===== config.mk =====
export PLATFORM = sky130hd
export DESIGN_NAME = n_adder
export DESIGN_NICKNAME = d
export VERILOG_FILES = /design/src/rtl/n_adder.sv
export SDC_FILE = /design/constraint.sdc
export NUM_CORES = 1
export LEC_CHECK = 0
export BUFFER_PORTS_ARGS = -buffer_cell sky130_fd_sc_hd__buf_4
export CELL_PAD_IN_SITES_DETAIL_PLACEMENT = 1
export CELL_PAD_IN_SITES_GLOBAL_PLACEMENT = 1
export CORE_MARGIN = 1
export CORE_UTILIZATION = 36
export DETAILED_ROUTE_END_ITERATION = 10
export PLACE_DENSITY_LB_ADDON = 0.1
export SYNTH_ARGS = -nofsm -noshare
export SYNTH_HDL_FRONTEND = slang
export SYNTH_SLANG_ARGS = --single-unit

===== constraint.sdc =====
create_clock -name clk -period 4.29 [get_ports clk]
set_input_delay 0.2145 -clock clk [delete_from_list [all_inputs] [get_ports clk]]
set_output_delay 0.2145 -clock clk [all_outputs]
set_load 0.05 [all_outputs]

===== src/rtl/n_adder.sv =====
// N-bit adder built from 4-bit carry-lookahead groups with rippled group carries,
// plus a registered copy of the result. Define N_ADDER_OVF_EN to add ovf/ovf_q.
module n_adder #(
  parameter int N = 32
) (
  input  logic         clk,
  input  logic         rst,
  input  logic         en,
  input  logic [N-1:0] a,
  input  logic [N-1:0] b,
  input  logic         cin,
  output logic [N-1:0] s,
  output logic         cout,
  output logic [N-1:0] s_q,
  output logic         cout_q
`ifdef N_ADDER_OVF_EN
  ,
  output logic         ovf,
  output logic         ovf_q
`endif
);

  logic [N-1:0] g;
  logic [N-1:0] p;
  logic [N:0]   c;
  logic         grp_g;
  logic         grp_p;
  logic         grp_cin;

  assign g = a & b;
  assign p = a ^ b;

  // Inside a group every carry is a prefix generate/propagate over the group's
  // own carry-in; only that carry-in ripples from the previous group.
  // NOTE: loop temporaries in always_comb use blocking '=' and get a default
  // first so no latch is inferred and each bit sees the updated prefix.
  always_comb begin
    c       = '0;
    c[0]    = cin;
    grp_g   = 1'b0;
    grp_p   = 1'b1;
    grp_cin = cin;
    for (int i = 0; i < N; i++) begin
      if (i % 4 == 0) begin
        grp_g   = 1'b0;
        grp_p   = 1'b1;
        grp_cin = c[i];
      end
      grp_g    = g[i] | (p[i] & grp_g);
      grp_p    = p[i] & grp_p;
      c[i + 1] = grp_g | (grp_p & grp_cin);
    end
  end

  assign s    = p ^ c[N-1:0];
  assign cout = c[N];

  logic [N-1:0] s_d;
  logic         cout_d;

`ifdef N_ADDER_OVF_EN
  logic ovf_d;

  // For N = 1, c[N-1] is c[0], which is cin.
  assign ovf = c[N] ^ c[N-1];
`endif

  always_comb begin
    s_d    = s_q;
    cout_d = cout_q;
`ifdef N_ADDER_OVF_EN
    ovf_d  = ovf_q;
`endif
    if (rst) begin
      s_d    = '0;
      cout_d = 1'b0;
`ifdef N_ADDER_OVF_EN
      ovf_d  = 1'b0;
`endif
    end else if (en) begin
      s_d    = s;
      cout_d = cout;
`ifdef N_ADDER_OVF_EN
      ovf_d  = ovf;
`endif
    end
  end

  // NOTE: state flops use non-blocking '<=' so every register samples its
  // d-input from before the edge; the synchronous reset lives in the d-logic.
  always_ff @(posedge clk) begin
    s_q    <= s_d;
    cout_q <= cout_d;
`ifdef N_ADDER_OVF_EN
    ovf_q  <= ovf_d;
`endif
  end

endmodule


-- Word-level counts from Yosys, hierarchy flattened
Cells that the tools add are included.
- bitwise gates (word level): 139
- operators with widths (operator ; number):
    1-bit bitwise AND ; 80
    32-bit bitwise XOR ; 2
    1-bit bitwise OR ; 56
    32-bit bitwise AND ; 1
- logic and storage cells: 141
- output and inout port bits: 66
- bits of input ports: 68
- bits in registers: 33

-- Longest topological paths before layout
- depth in word-level cells: 23
- depth in mapped cells: 12
- gate-level depth less buffers: 12

-- Worst setup path after synthesis
No wires, ideal clock.
- path type: input port to flip-flop
- from: input a[7]
- to: register s_q[29]
- path slack: 1.041 ns
- stages: 12
- buffers on the path: 0
- setup time: 0.078 ns
- arrival: 3.171 ns
- cells stage by stage: ha_1 -> nand2_2 -> nor3_1 -> a21oi_2 -> a2111o_1 -> a21o_2 -> a21boi_0 -> or2_2 -> fa_1 -> xor2_1 -> nor2_1 -> nor3_1
- longest elaborated chain between the ends: 17
- ends and longest elaborated chain (what ; line ; RTL):
    start, declared ; 9 ; input logic [N-1:0] a,
    32-bit bitwise XOR ; 31 ; assign p = a ^ b;
    1-bit bitwise AND, on equally long branches ; 49, 50 ;
    1-bit bitwise OR / 1-bit bitwise AND (equally long branches) ; 49, 51 ;
    1-bit bitwise OR * ; 51 ; c[i + 1] = grp_g | (grp_p & grp_cin);
    1-bit bitwise AND * ; 51 ;
    1-bit bitwise OR * ; 51 ;
    1-bit bitwise AND * ; 51 ;
    1-bit bitwise OR * ; 51 ;
    (+2 left out) ; n/a ;
    1-bit bitwise AND * ; 51 ;
    1-bit bitwise OR * ; 51 ;
    1-bit bitwise AND * ; 51 ;
    1-bit bitwise OR * ; 51 ;
    1-bit bitwise AND * ; 51 ;
    1-bit bitwise OR * ; 51 ;
    32-bit bitwise XOR * ; 55 ; assign s = p ^ c[N-1:0];
    net s[29] ; 12 ; output logic [N-1:0] s,
    end signal, assigned ; 92 ; s_q <= s_d;
    end, declared ; 14 ; output logic [N-1:0] s_q,
The timed path passes the listed nets; every way through them passes the cells marked *.
A chain may end at the register's enable or synchronous reset.

-- Final worst setup path
- from: input a[1]
- to: output s[29]
- longest elaborated chain between the ends: 23
- ends and longest elaborated chain (what ; line ; RTL):
    32-bit bitwise XOR ; 31 ;
    1-bit bitwise AND ; 49 ; grp_g = g[i] | (p[i] & grp_g);
    1-bit bitwise OR ; 49 ;
    1-bit bitwise AND ; 49 ;
    1-bit bitwise OR ; 49 ;
    1-bit bitwise AND ; 49 ;
    1-bit bitwise OR ; 49 ;
    1-bit bitwise OR * ; 51 ;
    (+7 left out) ; n/a ;
    1-bit bitwise OR * ; 51 ;
    1-bit bitwise AND * ; 51 ;
    1-bit bitwise OR * ; 51 ;
    1-bit bitwise AND * ; 51 ;
    1-bit bitwise OR * ; 51 ;
    1-bit bitwise AND * ; 51 ;
    1-bit bitwise OR * ; 51 ;
    32-bit bitwise XOR * ; 55 ;
    end, declared ; 12 ;
Mark *: on every way between the ends. The rest lies on a longest branch, timed or not.

==> results by group <==
Finish
  – Area of the multi-input gates: 1944 um^2
  – Commonest cells after routing, fill and taps aside: buf_4, nor2_1, dfxtp_1, ha_1, nand2_1
  – Register area: 660.6 um^2
  – Share of cells above drive strength 1: 33.04%
  – Layout fillers: 907
  – Design area: 3904 um^2
  – Layout Nets: 567
  – Non-Filler Instances: 559
  – Antenna Cells: 0
  – Most common cell after layout, fill and taps aside: buf_4
  – Area delta synth->final: 41.24%

Critical path
  – Worst reg2reg endpoint: s_q[19]
  – Crit-path max FO: 5
  – WP data required: 4.08 ns
  – Max stage delay on crit path: 0.53 ns
  – R2r startpoint: s_q[19]
  – Crit-path cells: buf_4, ha_1, o21ai_0, nor2_1, nand3_2, a2111o_1, a21o_2, a21boi_0, or2_2, fa_1, xor2_1, buf_4
  – CP most frequent cell: buf_4
  – Worst path arrival time: between 3 and 4 ns
  – Worst reg-to-reg path cell count: 2
  – Slowest cell on the critical path: a2111o_1
  – CP startpoint: a[1]
  – R2r setup slk: between 3 and 4 ns
  – Critical path type: in -> out
  – Critical Path Start Type: input pin
  – Bufs and invs on worst path: 2
  – CP Capture Type: primary output
  – CP top delay family: compound AO/OA/AOI/OAI gates

STA
  – Max Transition Viols Final: 0
  – Worst Max-Slew Pin Slew: 0.8571 ns
  – Achievable clock frequency: 305.2 MHz
  – Max_slew headroom: 42.80%
  – Final worst-path cycle share: 76.37%
  – Final min period: 3.276 ns
  – Final TNS setup: 0 ns
  – RSZ-0062 raised after global routing: false
  – Worst Skew: 0 ns
  – # setup viols final: 0
  – Hold_ws: 0.3478 ns
  – Fin. Hold Viols: 0

Placement
  – Placer Congestion: 0.8009
  – Count of input and output buffers: 133
  – Hpwl dp: 7149 um
  – Placed Area: 3802 um^2
  – Placed insts: 551

Drt
  – Via count: ~2,900
  – Vias/cell: approximately 5.2
  – DRC viols: 0
  – Drt pass-1 iters: 4
  – Final WL: 8808 um
  – DR iter-0 viols: 47
  – DRT antenna net count: 0
  – Routed length per instance: 15.76 um

Floorplan
  – Die Y: 89.62 um
  – Core Rows: 31
  – Top Ports: 134
  – Die area: roughly 8000 um^2
  – CORE AREA: 7331 um^2
  – Initial Utilization: 37.70%
  – Die Width: between 80 and 90 um

Logic synthesis
  – Top cells by area, synth: dfxtp_1, ha_1, fa_1
  – Most used DFF post-synth: dfxtp_1
  – Syn. warnings: 0
  – Top cell type's share of synthesized area: 23.90%
  – Synth area leader: dfxtp_1
  – Ys async rst share: 0%
  – Register area share after synthesis: 23.90%
  – Number of enable flip-flop cells after synthesis: 0
  – FF+latch count, synth: 33
  – Syn nets: 439
  – Synth Cell Area: 2764 um^2
  – Synth Instances: 331
  – Mapped Avg Cell Area: 8.350 um^2
  – Cell variety after synth: 55

CTS
  – Root Driver: clkbuf_8
  – Setup Buffers After CTS: 0
  – Cts bufs inserted: 5
  – Clock Path Buffers: 2
  – H-tree levels: 2
  – Clock Latency Late Sink: 0.29 ns
  – Post_cts resized: 0
  – Reg clk slew, reported paths: 0.07 ns
  – Hold_buf cts: 0
  – Clock Sinks: 33
  – CTS tree: yes

Pwr
  – Maximum VDD drop: 179.4 uV
  – Pleak: 1.923 nW
  – Power per cell area: 380.2 nW/um^2

Flow run
  – Max-cap violations: 0

GRT
  – GRT Util Overall: 22.46%
  – First-pass GRT wire length: 13,920 um
  – Initial antenna violation count: 0
  – Largest net degree at the start of global routing: 38
  – Vias in the first global route: a little under 3,000
  – Gr ovfl total: 0

Hold path
  – Hold crit path type: in -> reg
  – WHS Endpoint: s_q[9]
  – Hold path depth: 2
  – Hold path startpoint: rst

Outcome
  – Status: finished, final reports clean
==> stage by stage <==
step	util (%)	setup slack (ns)	power [mW]
floorplan	-	1.041	0.9639
global placement	51.87	1.130	1.213
detailed placement	51.87	1.042	1.229
CTS	53.25	1.018	1.498
finish	53.25	1.014	1.484
global route	53.25	0.8723	1.565
==> synthesized netlist by cell type (5+ instances only) <==
| library cell | n |
|---|---|
| nor3_1 | 17 |
| xor2_1 | 13 |
| fa_1 | 8 |
| a31oi_1 | 5 |
| a21o_1 | 7 |
| nor2_1 | 40 |
| nand2_1 | 23 |
| clkbuf_1 | 7 |
| and3_1 | 6 |
| o21ai_0 | 8 |
| a21oi_1 | 17 |
| o21a_1 | 6 |
| a211oi_1 | 6 |
| mux2i_1 | 10 |
| dfxtp_1 | 33 |
| inv_1 | 20 |
| nand3_1 | 8 |
| ha_1 | 32 |
==> layout make-up <==
type | instances | area share, %
clock buffers | 7 | 2.468
clock inverters | 1 | 0.1282
inverters | 20 | 1.923
multi-input cells | 266 | 49.81
flip-flops and latches | 33 | 16.92
well taps | 99 | 3.173
repair buffers | 133 | 25.58
==> worst max path at each step <==
stage	end	slack, ns	depth (start not counted)
2_1_floorplan	s_q[29]	1.04	12
3_3_place_gp	s[28]	1.13	11
3_5_place_dp	s[28]	1.04	11
4_1_cts	s[29]	1.02	12
5_1_grt	s[29]	0.87	12
6_report	s[29]	1.01	12
==> cell families (layout without fill, tap and decap cells) <==
family | count (synthesis) | in the layout | synth area share (%)
xor gates and xnor gates | 17 | 17 | 5.387
AOI/OAI and AO/OA | 83 | 83 | 21.23
muxes | 10 | 10 | 3.622
adders and majority gates | 40 | 40 | 20.28
buffers and inverters | 32 | 161 | 5.749
and+or+nand+nor | 116 | 116 | 19.83
DFF | 33 | 33 | 23.90
==> state kept, by name, summed over array words and instances, names as in the netlist <==
| name | flops |
|---|---|
| cout_q | 1 |
| s_q | 32 |
==> report_power, final <==
part / total (mW) / switching (mW) / internal, mW
registers: 0.357 / 0.0178 / 0.340
logic: 0.862 / 0.580 / 0.281
clock network: 0.266 / 0.120 / 0.145
total: 1.48 / 0.718 / 0.766
==> metal layers <==
metal  wire, um  GRT usage [%]  vias up
met4         80          4.906        0
met3        396          4.662        7
li1           -              -     1448
met1       3852          26.16     1363
met2       4480          42.08       77
met5          0              0        -
Power figures use the tool's default switching activity.
